### src/rtl/blit_vram_if.sv
// Blit request port between a fill/copy engine and vram_arb.
// The engine drives the request side; the arbiter returns ack.
interface blit_vram_if;
  logic        sel;
  logic        ack;
  logic        wr;
  logic [3:0]  wr_mask;
  logic [15:0] addr;
  logic [15:0] data;

  modport master (output sel, output wr, output wr_mask, output addr, output data, input ack);
  modport slave  (input sel, input wr, input wr_mask, input addr, input data, output ack);
endinterface

### src/rtl/blit_rect_fill.sv
// Rectangle fill engine: writes one masked 16-bit word over a W x H block of VRAM,
// one word per arbiter ack, walking columns then rows with a programmable stride.
module blit_rect_fill #(
  parameter int CNT_W = 16
) (
  input  logic             clk,
  input  logic             reset_i,
  input  logic             start_i,
  input  logic             abort_i,
  input  logic [15:0]      dst_addr_i,
  input  logic [15:0]      dst_stride_i,
  input  logic [CNT_W-1:0] width_i,
  input  logic [CNT_W-1:0] height_i,
  input  logic [15:0]      fill_data_i,
  input  logic [3:0]       wr_mask_i,
  output logic             busy_o,
  output logic             done_o,
  blit_vram_if.master      vram
);

  typedef enum logic [1:0] {IDLE, WRITE, EMPTY, DONE} state_t;

  state_t           state;
  state_t           state_nxt;
  logic [CNT_W-1:0] col;
  logic [CNT_W-1:0] row;
  logic [CNT_W-1:0] width;
  logic [CNT_W-1:0] height;
  logic [15:0]      addr;
  logic [15:0]      row_base;
  logic [15:0]      stride;
  logic [15:0]      data;
  logic [3:0]       mask;

  logic accept;
  logic empty_req;
  logic last_col;
  logic last_row;
  logic take;

  always_comb begin
    // DONE behaves as IDLE for start acceptance, giving a one-cycle gap between fills
    accept    = start_i && ((state == IDLE) || (state == DONE));
    empty_req = (width_i == '0) || (height_i == '0);
    last_col  = (col == width - CNT_W'(1));
    last_row  = (row == height - CNT_W'(1));
    take      = (state == WRITE) && vram.ack;
    state_nxt = state;
    case (state)
      IDLE, DONE: begin
        if (accept) state_nxt = empty_req ? EMPTY : WRITE;
        else        state_nxt = IDLE;
      end
      EMPTY: state_nxt = DONE;
      WRITE: begin
        if (abort_i || (take && last_col && last_row)) state_nxt = DONE;
      end
      default: state_nxt = IDLE;
    endcase
  end

  always_ff @(posedge clk) begin
    if (reset_i) state <= IDLE;
    else         state <= state_nxt;
  end

  // Operands are captured at start so the inputs may change during the fill.
  always_ff @(posedge clk) begin
    if (reset_i) begin
      col      <= '0;
      row      <= '0;
      width    <= '0;
      height   <= '0;
      addr     <= '0;
      row_base <= '0;
      stride   <= '0;
      data     <= '0;
      mask     <= '0;
    end else if (accept) begin
      col      <= '0;
      row      <= '0;
      width    <= width_i;
      height   <= height_i;
      addr     <= dst_addr_i;
      row_base <= dst_addr_i;
      stride   <= dst_stride_i;
      data     <= fill_data_i;
      mask     <= wr_mask_i;
    end else if (take) begin
      if (!last_col) begin
        col  <= col + CNT_W'(1);
        addr <= addr + 16'd1;
      end else if (!last_row) begin
        col      <= '0;
        row      <= row + CNT_W'(1);
        row_base <= row_base + stride;
        addr     <= row_base + stride;
      end
    end
  end

  assign vram.sel     = (state == WRITE);
  assign vram.wr      = (state == WRITE);
  assign vram.addr    = addr;
  assign vram.data    = data;
  assign vram.wr_mask = mask;
  assign busy_o       = (state == WRITE) || (state == EMPTY);
  assign done_o       = (state == DONE);

endmodule

### src/flat_wrapper.sv
// flat-port wrapper written by rule: the top's interface ports become plain ports
module blit_rect_fill_flat 
#(
  parameter int CNT_W = 16
)
  (clk, reset_i, start_i, abort_i, dst_addr_i, dst_stride_i, width_i, height_i, fill_data_i, wr_mask_i, busy_o, done_o, vram_sel, vram_wr, vram_wr_mask, vram_addr, vram_data, vram_ack);
  blit_vram_if vram_i ();
  input  logic clk;
  input  logic reset_i;
  input  logic start_i;
  input  logic abort_i;
  input  logic [15:0] dst_addr_i;
  input  logic [15:0] dst_stride_i;
  input  logic [CNT_W-1:0] width_i;
  input  logic [CNT_W-1:0] height_i;
  input  logic [15:0] fill_data_i;
  input  logic [3:0] wr_mask_i;
  output logic busy_o;
  output logic done_o;
  output wire logic [$bits(vram_i.sel)-1:0] vram_sel;
  output wire logic [$bits(vram_i.wr)-1:0] vram_wr;
  output wire logic [$bits(vram_i.wr_mask)-1:0] vram_wr_mask;
  output wire logic [$bits(vram_i.addr)-1:0] vram_addr;
  output wire logic [$bits(vram_i.data)-1:0] vram_data;
  input wire logic [$bits(vram_i.ack)-1:0] vram_ack;
  assign vram_sel = vram_i.sel;
  assign vram_wr = vram_i.wr;
  assign vram_wr_mask = vram_i.wr_mask;
  assign vram_addr = vram_i.addr;
  assign vram_data = vram_i.data;
  assign vram_i.ack = vram_ack;
  blit_rect_fill #(.CNT_W(CNT_W)) u_core (.clk(clk), .reset_i(reset_i), .start_i(start_i), .abort_i(abort_i), .dst_addr_i(dst_addr_i), .dst_stride_i(dst_stride_i), .width_i(width_i), .height_i(height_i), .fill_data_i(fill_data_i), .wr_mask_i(wr_mask_i), .busy_o(busy_o), .done_o(done_o), .vram(vram_i));
endmodule
### config.mk
export PLATFORM = sky130hd
export DESIGN_NAME = blit_rect_fill_flat
export DESIGN_NICKNAME = d
export VERILOG_FILES = /design/src/rtl/blit_vram_if.sv /design/src/rtl/blit_rect_fill.sv /design/src/flat_wrapper.sv
export SDC_FILE = /design/constraint.sdc
export NUM_CORES = 1
export LEC_CHECK = 0
export CELL_PAD_IN_SITES_DETAIL_PLACEMENT = 1
export CELL_PAD_IN_SITES_GLOBAL_PLACEMENT = 1
export CORE_AREA = 2 2 118 166
export CTS_BUF_LIST = sky130_fd_sc_hd__clkbuf_16
export CTS_CLUSTER_DIAMETER = 120
export DETAILED_ROUTE_END_ITERATION = 12
export DIE_AREA = 0 0 120 168
export HOLD_SLACK_MARGIN = 0.02
export PLACE_DENSITY_LB_ADDON = 0.1
export SETUP_SLACK_MARGIN = 0.4
export SYNTH_ARGS = -nofsm -noshare
export SYNTH_HDL_FRONTEND = slang
export SYNTH_SLANG_ARGS = --single-unit
export TNS_END_PERCENT = 5
### constraint.sdc
create_clock -name clk -period 7.1 [get_ports clk]
set_clock_uncertainty 0.1 [all_clocks]
set_input_delay 0.71 -clock clk [delete_from_list [all_inputs] [get_ports clk]]
set_output_delay 0.71 -clock clk [all_outputs]
set_load 0.01 [all_outputs]
==> results of run 1 <==
## kinds of logic after synthesis
| kind of cell | synth area share [%] |
|---|---|
| buffers and inverters | 4.66 |
| and+or+nand+nor | 27.3 |
| adders and majority gates | 3.83 |
| muxes | 0.828 |
| AOI/OAI and AO/OA | 20.9 |
| DFF | 34.8 |
| xor gates and xnor gates | 7.68 |
## tightest hold or removal path, delay by kind of cell (launching register included)
kind / cells / cell delay, ns
DFF: 1 / 0.31
and+or+nand+nor: 1 / 0.05
AOI/OAI and AO/OA: 1 / 0.05
## stage by stage
step,setup WS [ns],utilization (%)
2_1_floorplan,3.69,-
3_3_place_gp,2.91,48.1
3_5_place_dp,2.79,48.1
4_1_cts,2.68,51.4
5_1_grt,2.29,51.4
6_report,2.68,51.4
## worst paths after layout
| kind | startpoint | to | slack, ns | cells after the start |
|---|---|---|---|---|
| setup reg to reg | u_core.width[0] | u_core.row[11] | 2.68 | 11 |
| setup / recovery | u_core.width[0] | u_core.row[11] | 2.68 | 11 |
| hold reg to reg | u_core.vram.data[3] | u_core.vram.data[3] | 0.36 | 2 |
| hold / removal | u_core.vram.data[3] | u_core.vram.data[3] | 0.36 | 2 |
## registers in the layout, summed over array words and instances, names as in the netlist
name                 count
u_core.vram.addr        16
u_core.col              16
u_core.height           16
u_core.stride           16
u_core.row_base         16
u_core.state             2
u_core.row              16
u_core.vram.data        16
u_core.vram.wr_mask      4
u_core.width            16
## per-layer routing
layer  global-route usage [%]  routed length (microns)  part of all wire, %  vias up
li1                         -                        -                    -     3737
met1                     29.6                    10500                   43     3705
met2                     46.4                    12800                   52      132
met3                     3.83                      754                  3.1       26
met4                     6.45                      333                  1.4        0
met5                        0                        0                    0        -
## layout make-up
cell class / count / area, sq um
clock inverter: 14 / 185
multi-input combinational: 790 / 4670
timing repair buffer: 132 / 1310
sequential: 134 / 2680
inverter: 25 / 93.8
tap: 248 / 310
clock buffer: 17 / 425
fill: 2312 / 9170
## layout by cell type, fill, tap and decap left out, types with 10 or more instances in the layout
master             n
a211oi_1          13
a21oi_1          101
a311oi_1          10
and3_1            16
clkbuf_16         17
clkdlybuf4s50_1  127
dfxtp_1          134
ha_1              22
inv_1             26
nand2_1          216
nand3_1           19
nand4_1           13
nor2_1            68
nor3_1            27
nor4_1            19
o21ai_0           35
o21ai_1           12
or3_1             18
xnor2_1           37
xor2_1            28
## power breakdown
group	total, uW	internal, uW	switching, uW
Clock	931	582	350
Sequential	941	845	95.6
Combinational	890	373	517
==> flow_summary.ini, run 1 <==
[worst_setup_path]
slowest_stage = and3_1
crit_family = simple AND/OR/NAND/NOR gates
endpoint_kind = register
criticalPathCategory = register to register
cpPeakStageDelay_ns = 0.75
worstSetupStartpointType = register
path_cells = inv_1, ha_1, or4b_1, nor4_1, xnor2_1, o21ai_0, nor2_1, and3_1, nand4_1, or3_1, a21oi_1
cp.required_ns = 7.36
arrival_ns = 4.67
path_buf_inv = 1
critPathMaxFanout = 23

[clock_tree]
cts_setup_buffers = 0
cts_resized = 0
clockBufferDepth = 2
clk_latency_ns = 0.43
clkTransAtPathRegs_ns = 0.06
cts_hold_buf = 0
cts_tree = built
h-tree-depth = 4
root_buffer = clkbuf_16
numCtsBuffers = 17
cts_num_sinks = 134

[die]
pin_count = 129
rows = 60
core_area_sq_um = 18800
dieArea_sq_um = 20200
die_h_microns = 168
die_w_microns = 120
initial_core_util_pct = 40.9

[finish]
final_area_sq_um = 9680
num_antenna_cells = 0
syn2layout_area_growth_pct = 25.6
layout-drive-gt1-share_pct = 5.85
fin_cells = 1360
fin_nets = 1212

[route]
post_drt_via_cell_ratio = 5.59
vias = 7600
drtIter0Drc = 400
finalWirelength_microns = 24400
wire_per_inst_microns = 18.0
ant_nets = 0
drc = 0
drtPass1Iterations = 5

[power]
power_density_nw_per_um2 = 285
cellLeakagePower_uw = 0.00353
total_power_uw = 2760
ir_drop_uv = 157

[placement]
gp_congestion = 0.826
place_area_sq_um = 9070
io_buffers = 128
dp_cells = 1329
place.detailed.hpwl_microns = 17500

[run_status]
status = completed

[logic_synthesis]
yosys-top-cells-count = 217 x nand2_1, 134 x dfxtp_1, 101 x a21oi_1, 68 x nor2_1, 38 x clkbuf_1
synth_nets = 1118
yosysSeqAreaShare_pct = 34.8
yosys_warnings = 0
synth_edf_count = 0
yosysTopAreaCellShare_pct = 34.8
synth_area_leaders = dfxtp_1 35%, nand2_1 11%, a21oi_1 6.6%
synthesis.area_sq_um = 7700
ys_ff_latch = 134
synth_cells = 1006
synth.distinct_cells = 80
synth_top_cell_by_area = dfxtp_1
synth-main-ff-cell = dfxtp_1
yosysMostFrequentCell = nand2_1
async_flop_share_pct = 0
syn_area_per_cell_sq_um = 7.66

[global_route]
grt_pass1_vias = 7963
antenna_found_initial = 0
groute.usage.overall_pct = 25.0
grt_max_degree = 86
grt.overflow.total = 0
grt_pass1_wl_microns = 40700

[timing]
timing.setup.tns_ns = 0
min_period_over_period_pct = 62.2
worst_slew_pin_slew_ns = 1.07
hold_viol = 0
grt_setup_unrepaired = false
min_period_ns = 4.42
setup_viol = 0
holdWs_ns = 0.355
relSlewSlack_pct = 28.6
drv_slew = 0
fmax_ghz = 0.226

[job]
cap_viol_max_count = 0

[hold_path]
hold_path_class = register to register
No activity file was read; power rests on OpenSTA's default activity.
==> run 2, diff against run 1 <==
CORE_AREA = 2 2 127 179   (was 2 2 118 166)
DIE_AREA = 0 0 129 181   (was 0 0 120 168)
clock period = 3.65 ns   (was 7.1 ns; I/O delays follow)
==> run 2 against run 1 <==
  * Core utilization shrank 4.5 points
  * Count of clock-buffer cells in the layout is the same
  * Clock power grew 85%
  * Combinational power grew 110%
  * Fmax grew 29%
  * Cell area grew 5.2%
  * Routed wire length grew 2.8%
  * Critical path depth grew 2
  * Non-clock buffer count grew 41
==> flow_summary.ini, run 2 (synthesis gave the netlist of run 1 again) <==
[run_status]
status = completed

[route]
finalWirelength_microns = 25100
drtIter0Drc = 332
post_drt_via_cell_ratio = 5.27
drc = 0
vias = 7656
drtPass1Iterations = 4
ant_nets = 0
wire_per_inst_microns = 17.3

[clock_tree]
clockBufferDepth = 2
cts_num_sinks = 134
root_buffer = clkbuf_16
h-tree-depth = 4
numCtsBuffers = 17
cts_tree = built
clk_latency_ns = 0.42
clkTransAtPathRegs_ns = 0.06

[timing]
drv_slew = 0
grt_setup_unrepaired = true
min_period_over_period_pct = 93.9
fmax_ghz = 0.292
setup_viol = 0
timing.setup.tns_ns = 0
worst_slew_pin_slew_ns = 0.693
relSlewSlack_pct = 53.8
min_period_ns = 3.43
hold_viol = 0

[worst_setup_path]
cpPeakStageDelay_ns = 0.47
endpoint_kind = register
arrival_ns = 3.63
worstSetupStartpointType = register
path_cells = inv_2, ha_4, or4b_4, buf_12, nor3_2, nor4b_4, o221ai_2, a2111oi_4, buf_6, nor3_4, buf_6, a311o_1, a32o_1
critPathMaxFanout = 6
path_buf_inv = 4
crit_top_cell = buf_6
cp.required_ns = 3.86
criticalPathCategory = register to register
crit_family = compound AO/OA/AOI/OAI gates
slowest_stage = or4b_4

[die]
die_w_microns = 129
pin_count = 129
initial_core_util_pct = 35.5
core_area_sq_um = 21700
die_h_microns = 181
rows = 64
dieArea_sq_um = 23300

[placement]
place_area_sq_um = 9400
io_buffers = 128
gp_congestion = 0.808
place.detailed.hpwl_microns = 18300

[global_route]
grt_pass1_vias = 8230
groute.usage.overall_pct = 22.2
grt_pass1_wl_microns = 41700
antenna_found_initial = 0
grt.overflow.total = 0
grt_max_degree = 63

[hold_path]
hold_path_class = input port to register

[power]
cellLeakagePower_uw = 0.00378
total_power_uw = 5430
ir_drop_uv = 399
power_density_nw_per_um2 = 534

[finish]
final_common_cell = nand2_1
layout-drive-gt1-share_pct = 10.9
final_area_sq_um = 10200
fin_nets = 1253
syn2layout_area_growth_pct = 32.1
final_cell_mix = 216 x nand2_1, 132 x dfxtp_1, 127 x clkdlybuf4s50_1

[job]
cap_viol_max_count = 0
[run 2: cell type report]
| cell class | instances | area [sq um] |
|---|---|---|
| clock inverters | 15 | 155 |
| repair buffers | 173 | 1670 |
| multi-input cells | 790 | 4770 |
| well taps | 297 | 372 |
| fillers | 2636 | 11500 |
| flip-flops and latches | 134 | 2690 |
| inverters | 25 | 93.8 |
| diodes | 1 | 2.50 |
| clock buffers | 17 | 425 |
[run 2: per-layer routing]
metal | track usage, % | vias to the layer above | wire, microns
met2 | 40.3 | 126 | 12900
met1 | 26.8 | 3686 | 11000
met5 | 0 | - | 0
met3 | 3.55 | 26 | 810
li1 | - | 3818 | -
met4 | 6.26 | 0 | 394
[run 2: worst reg2reg max path: cells and delay by family (launching register included)]
kind	cells	cell delay [ns]
fa+ha+maj	1	0.12
simple gates	4	1.06
compound gates	4	1.10
flops	1	0.36
buf+inv	4	0.56
[run 2: final timing paths]
kind                           from                     end  slack (ns)  cells past startpoint
max                u_core.height[0]     u_core.vram.addr[5]        0.22                     13
min                         reset_i    u_core.vram.addr[13]        0.27                      2
max reg2reg        u_core.height[0]     u_core.vram.addr[5]        0.22                     13
min reg2reg  u_core.vram.wr_mask[1]  u_core.vram.wr_mask[1]        0.35                      2
[run 2: per-stage QoR]
stage / hold WS, ns / std cells / util, % / worst slack, ns
after global placement: 0.342 / 1406 / 43.3 / 0.236
after CTS: 0.255 / 1451 / 46.8 / 0.228
after floorplan: 0.341 / 1006 / - / 0.296
after detailed placement: 0.350 / 1406 / 43.3 / 0.180
final: 0.271 / 1452 / 46.9 / 0.224
after global routing: 0.290 / 1451 / 46.9 / 0.0909
[run 2: timing repair]
item | CTS | global route
hold endpoints to repair | 0 | 0
buffers inserted | 13 | 0
resized for setup | 14 | 5
hold buffers | 0 | 0
endpoints found under the setup margin | 63 | 65
pin swaps | 12 | 1
[run 2: where the power goes]
group	total (uW)	switching, uW	internal (uW)
Clock	1720	706	1010
Sequential	1820	172	1640
Combinational	1900	1060	839
Total	5430	1940	3490
